`src/rtl/rca_mp_sequencer.sv`:
```
// Multi-precision add sequencer around an external ripple-carry adder.
// Optional OUT_OVF port when RCA_OVF_EN is defined.
module rca_mp_sequencer #(
  parameter int N     = 19,
  parameter int WORDS = 4
) (
  input  logic         CLK,
  input  logic         RST,
  input  logic         IN_VALID,
  output logic         IN_READY,
  input  logic [N-1:0] IN_A,
  input  logic [N-1:0] IN_B,
  input  logic         IN_CIN,
  output logic [N-1:0] ADD_A,
  output logic [N-1:0] ADD_B,
  output logic         ADD_CIN,
  input  logic [N-1:0] ADD_SUM,
  input  logic         ADD_COUT,
  output logic         OUT_VALID,
  input  logic         OUT_READY,
  output logic [N-1:0] OUT_SUM,
  output logic         OUT_LAST,
`ifdef RCA_OVF_EN
  output logic         OUT_OVF,
`endif
  output logic         OUT_COUT
);

  localparam int CW = (WORDS > 1) ? $clog2(WORDS) : 1;
  localparam logic [CW-1:0] WMAX = CW'(WORDS - 1);

  logic          s1_valid;
  logic          s1_first;
  logic          s1_last;
  logic          s1_cin;
  logic          carry_q;
  logic [CW-1:0] wcnt;
  logic          adv2;
  logic          acc;
  logic          w_first;
  logic          w_last;

  always_comb begin
    adv2     = s1_valid && (!OUT_VALID || OUT_READY);
    IN_READY = !s1_valid || adv2;
    acc      = IN_VALID && IN_READY;
    w_first  = (wcnt == '0);
    w_last   = (wcnt == WMAX);
    // first word of an op never sees the previous op's carry
    ADD_CIN  = s1_first ? s1_cin : carry_q;
  end

  always_ff @(posedge CLK) begin
    if (RST) begin
      s1_valid <= 1'b0;
      ADD_A    <= '0;
      ADD_B    <= '0;
      s1_first <= 1'b0;
      s1_last  <= 1'b0;
      s1_cin   <= 1'b0;
      wcnt     <= '0;
    end else if (acc) begin
      s1_valid <= 1'b1;
      ADD_A    <= IN_A;
      ADD_B    <= IN_B;
      s1_first <= w_first;
      s1_last  <= w_last;
      s1_cin   <= IN_CIN;
      wcnt     <= w_last ? '0 : wcnt + 1'b1;
    end else if (adv2) begin
      s1_valid <= 1'b0;
    end
  end

  always_ff @(posedge CLK) begin
    if (RST) begin
      OUT_VALID <= 1'b0;
      OUT_SUM   <= '0;
      OUT_LAST  <= 1'b0;
      OUT_COUT  <= 1'b0;
      carry_q   <= 1'b0;
    end else if (adv2) begin
      OUT_VALID <= 1'b1;
      OUT_SUM   <= ADD_SUM;
      OUT_LAST  <= s1_last;
      OUT_COUT  <= s1_last & ADD_COUT;
      carry_q   <= ADD_COUT;
    end else if (OUT_READY) begin
      OUT_VALID <= 1'b0;
    end
  end

`ifdef RCA_OVF_EN
  always_ff @(posedge CLK) begin
    if (RST) begin
      OUT_OVF <= 1'b0;
    end else if (adv2) begin
      OUT_OVF <= s1_last
               & (ADD_A[N-1] == ADD_B[N-1])
               & (ADD_SUM[N-1] != ADD_A[N-1]);
    end
  end
`endif

endmodule

```
`config.mk`:
```
export PLATFORM = sky130hd
export DESIGN_NAME = rca_mp_sequencer
export DESIGN_NICKNAME = d
export VERILOG_FILES = /design/src/rtl/rca_mp_sequencer.sv
export SDC_FILE = /design/constraint.sdc
export NUM_CORES = 1
export LEC_CHECK = 0
export CAP_MARGIN = 20
export CORE_UTILIZATION = 43
export DETAILED_ROUTE_END_ITERATION = 8
export PLACE_DENSITY = 0.86
export RECOVER_POWER = 25
export SLEW_MARGIN = 20
export SYNTH_ARGS = -nofsm -noshare
export SYNTH_HDL_FRONTEND = slang
export SYNTH_SLANG_ARGS = --single-unit
```
`constraint.sdc`:
```
create_clock -name CLK -period 1.9 [get_ports CLK]
set_input_delay 0.285 -clock CLK [delete_from_list [all_inputs] [get_ports CLK]]
set_output_delay 0.285 -clock CLK [all_outputs]
set_load 0.02 [all_outputs]
```
== Word level (Yosys, flattened, before mapping) ==
Cells that the tools add are included.
Storage, ports and cells
  register bits after elaboration: 67
  input bits: 63
Operators by class
  $add $sub $neg: 1
  bitwise gates (word level): 1
  reductions and logical operators: 9
  eq/ne operators: 1
  multiplexer cells: 6
Operators with widths (count)
  $mux W1: 5
  $reduce_bool A2 Y1: 2
  $add A2 B1 Y2 const B: 1
  $eq A2 B2 Y1 const B: 1
  $logic_and A1 B1 Y1: 2
  $logic_not A1 Y1: 2
  $logic_not A2 Y1: 1
  $logic_or A1 B1 Y1: 2
  $mux W2: 1
  $and A1 B1 Y1: 1

== Logic depth before layout (Yosys ltp) ==
  word-level depth: 6
  mapped depth: 6

== Least setup slack after synthesis ==
OpenSTA, ideal clock, no wires.
  path type: reg2out
  start point: register OUT_VALID
  end point: output IN_READY
  data required time: 1615 ps
  buffers on the path: 2
  stages on the path, launching flop included: 5
  path slack: 632 ps
  arrival: 983 ps
  path through: dfxtp_1 > and3b_1 > buf_6 > inv_4 > buf_4
On the way
  cells in the longest elaborated chain, start to end: 4
RTL lines
  from (decl): RTL line 19  | output logic OUT_VALID,
  from (signal assigned): RTL line 77  | OUT_VALID <= 1'b0;
  from (signal assigned): RTL line 83  | OUT_VALID <= 1'b1;
  from (signal assigned): RTL line 89  | OUT_VALID <= 1'b0;
  $logic_not A1 Y1: RTL line 44  | adv2 = s1_valid && (!OUT_VALID || OUT_READY);
  $logic_or A1 B1 Y1: RTL line 44
  $logic_and A1 B1 Y1: RTL line 44
  $logic_or A1 B1 Y1: RTL line 45  | IN_READY = !s1_valid || adv2;
  to (decl): RTL line 10  | output logic IN_READY,
Every way passes these cells.

== Final worst setup path ==
  start point: register s1_first
  end point: output ADD_CIN
On the way
  cells in the longest elaborated chain, start to end: 1
RTL lines
  from (decl): RTL line 33  | logic s1_first;
  from (signal assigned): RTL line 66  | s1_first <= w_first;
  $mux W1: RTL line 50  | ADD_CIN = s1_first ? s1_cin : carry_q;
  to (decl): RTL line 16  | output logic ADD_CIN,
Every way passes these cells.

==> results.txt <==
----------------------------------------------------
[Global route]
  Maximum number of pins on one net before global-route repair ... 45
  Met3 Use GR ... 4.457%
  Met1 global-route usage ... 28.30%
  Routing usage on met2 ... 39.91%
  Overflow left after global routing ... 0
  Most heavily used metal layer in global routing ... met2
  Total GRT Usage ... 23.39%
  Vias in the first global route ... 2460
  Global-route wire length before repair ... 11500 um
  Number of antenna violations at the first check in global routing ... 0

[Power]
  Fraction of power consumed by combinational cells ... 18.2%
  Power share of the sequential group ... 49.5%
  Static leakage ... 1.440 nW
  Clk pwr share ... 32.3%
  Worst vdd rail ir drop ... 0.4458 mV
  Switching power share of the total ... 25.90%
  Cell-internal power ... 2.269 mW
  Switching power ... 0.7933 mW
  Power density over the cells ... 765.9 nW/um2

[Clocking]
  Worst-skew pair later-pin latency ... 0.33 ns
  Clock-pin slew reported for the worst setup and hold paths after clock tree synthesis ... 0.06 ns
  Root buf cell ... clkbuf_8
  Clock sink count ... 67
  TritonCTS clock tree ... done
  Number of buffers created by CTS ... 9
  Worst-case clock buffer depth ... 2
  Hold buffer count at cts ... 0
  H-tree depth ... 3

[Logic synthesis]
  Net count after synthesis ... 375
  Number of standard cells after synthesis ... 310
  Register bit count reported by yosys ... 67
  Number of distinct library cells after synthesis ... 22
  Mean instance size in the synthesized netlist ... 8.339 um2
  Area of the mapped netlist ... 2585 um2
  Register area share after synthesis ... 51.89%
  Synth Warn # ... 0

[Timing]
  Fin crit share ... 95.85%
  Final setup violation count ... 0
  Setup TNS ... 0 ns
  Slew headroom ... 59.87%
  Max-slew violation total from the final report ... 0
  Slew of the pin with the lowest slew margin ... 0.6013 ns
  Hold violation count in the final report ... 0
  Minimum clock period ... 1.821 ns
  Clock skew ... 0.006400 ns
  Max Freq ... 549.1 MHz
  Setup repair after global routing missed its margin ... no

[Layout]
  NumNets Final ... 488
  Number of diodes added for antenna fixing ... 0
  Final standard cell area without fillers ... 3999 um2
  Fraction of final layout cells with drive strength greater than 1 ... 6.792%
  Synth-to-layout area growth ... 54.70%

[Route]
  Post-detailed-route DRC marker count ... 0
  Routed vias/inst ... 5.445
  DR vias ... 2717
  Post-detailed-routing wire length ... 7371 um
  Average wire per cell in the routed design ... 14.77 um
  DRT Pass-1 Iters ... 4
  Number of design-rule violations left by the first detailed-router iteration ... 138
  Post-route ant nets ... 0

[Floorplan]
  Y dimension of the die ... 79.54 um
  Die Span X ... 79.54 um
  Starting Density ... 45.82%
  Row Count ... 27
  Die Area ... 6326 um2
  Placeable core area ... 5642 um2
  I/O pin cnt ... 125

[Placed design]
  Routability Congestion ... 0.7172
  Total cell area at the placement stage ... 3844 um2
  Number of I/O port buffers ... 124
  Placed wire-length estimate ... 4966 um

[Critical path]
  Critical Path AT ... 1.54 ns
  Crit Path Max Fanout ... 2
  Required @ worst endpoint ... 1.62 ns
  Startpoint type of the worst setup path ... flop
  Critical Setup Path Class ... flop to primary output
  Nature of the critical path endpoint ... primary output

[Job]
  Number of max-cap violations ... 0

[Outcome]
  Run status ... finished clean

[Hold path]
  Min-delay worst type ... primary input to flop

----------------------------------------------------
-- path summary, 6_finish.rpt --
path | start | end | slack (ns) | cells past startpoint
hold / removal | RST | ADD_A[8]$_SDFFE_PP0P_ | 0.35 | 2
setup reg to reg | s1_valid$_SDFFE_PP0P_ | OUT_SUM[0]$_SDFFE_PP0P_ | 0.24 | 4
setup / recovery | s1_first$_SDFFE_PP0P_ | ADD_CIN | 0.08 | 2
hold reg to reg | ADD_B[17]$_SDFFE_PP0P_ | ADD_B[17]$_SDFFE_PP0P_ | 0.47 | 2
-- state kept, by name, indices dropped and copies added, names as in the netlist --
| name | count |
|---|---|
| ADD_A | 19 |
| ADD_B | 19 |
| OUT_COUT | 1 |
| OUT_LAST | 1 |
| OUT_SUM | 19 |
| OUT_VALID | 1 |
| carry_q | 1 |
| s1_cin | 1 |
| s1_first | 1 |
| s1_last | 1 |
| s1_valid | 1 |
| wcnt | 2 |
-- through the flow --
| stage | power, mW | hold WS (ns) | utilization (%) | setup slack [ns] | instances |
|---|---|---|---|---|---|
| after floorplan | 1.796 | 0.4327 | - | 0.6325 | 310 |
| after global placement | 2.092 | 0.4600 | 68.13 | -0.05955 | 484 |
| after detailed placement | 2.107 | 0.4657 | 68.13 | -0.06565 | 484 |
| after CTS | 3.087 | 0.3371 | 70.95 | 0.05409 | 499 |
| after global routing | 3.201 | 0.3486 | 70.88 | 0.03469 | 499 |
| final | 3.063 | 0.3510 | 70.88 | 0.07882 | 499 |
-- power by group through the flow --
stage          clock network, mW  registers, mW  logic, mW
3_3_place_gp                   0           1.54      0.547
3_5_place_dp                   0           1.55      0.559
5_1_grt                     1.08           1.52      0.594
6_report                   0.989           1.52      0.556
2_1_floorplan                  0           1.63      0.169
4_1_cts                     1.01           1.52      0.561
-- worst max-delay path: stages (launching register included) --
cell             delay (ns)
dfxtp_1                0.33
mux2_2                 0.33
clkdlybuf4s50_1        0.55
-- kinds of logic after synthesis --
family / synth area share [%]
simple gates: 13.80
flops: 51.89
fa+ha+maj: 0.9679
compound gates: 25.46
mux: 0.4356
buf+inv: 7.454
-- cells in the mapped netlist, drive strengths merged --
cell,instances,area (um2)
a21oi,66,330.3
and3b,1,8.760
buf,15,100.1
clkbuf,19,71.32
dfxtp,67,1341
ha,2,25.02
inv,5,21.27
mux2,1,11.26
nand2b,1,6.260
nand3,64,320.3
nand4,1,6.260
nor2,1,3.750
nor2b,1,6.260
nor3,1,5.000
o21ai,64,320.3
o31ai,1,7.510
-- placed cells by master (no fill, tap or decap), types with 2 or more instances in the layout --
master and instances:
a21oi_1 66, buf_4 9, clkbuf_1 2, clkbuf_8 10, clkdlybuf4s50_1 121, clkinv_2 3, dfxtp_1 67, ha_1 2
inv_1 3, nand3_1 64, o21ai_0 37, o21ai_1 27
-- per-layer routing --
layer	up-vias	wire length, um
li1	1333	-
met1	1279	3099
met2	97	3708
met3	8	480
met4	0	84
met5	-	0
-- repair_timing --
| item | 4_1_cts | 5_1_grt |
|---|---|---|
| resized for setup | 1 | 0 |
| setup buffers | 0 | 0 |
| setup endpoints to repair | 1 | 0 |
-- cell type report --
type / instances / area [um2]
fill: 467 / 1643
sequential: 67 / 1341
timing repair buffer: 136 / 1335
multi-input combinational: 204 / 1051
clock buffer: 12 / 145.1
tap: 72 / 90.09
inverter: 5 / 21.27
clock inverter: 3 / 15.01
No activity file was read; power rests on OpenSTA's default activity.
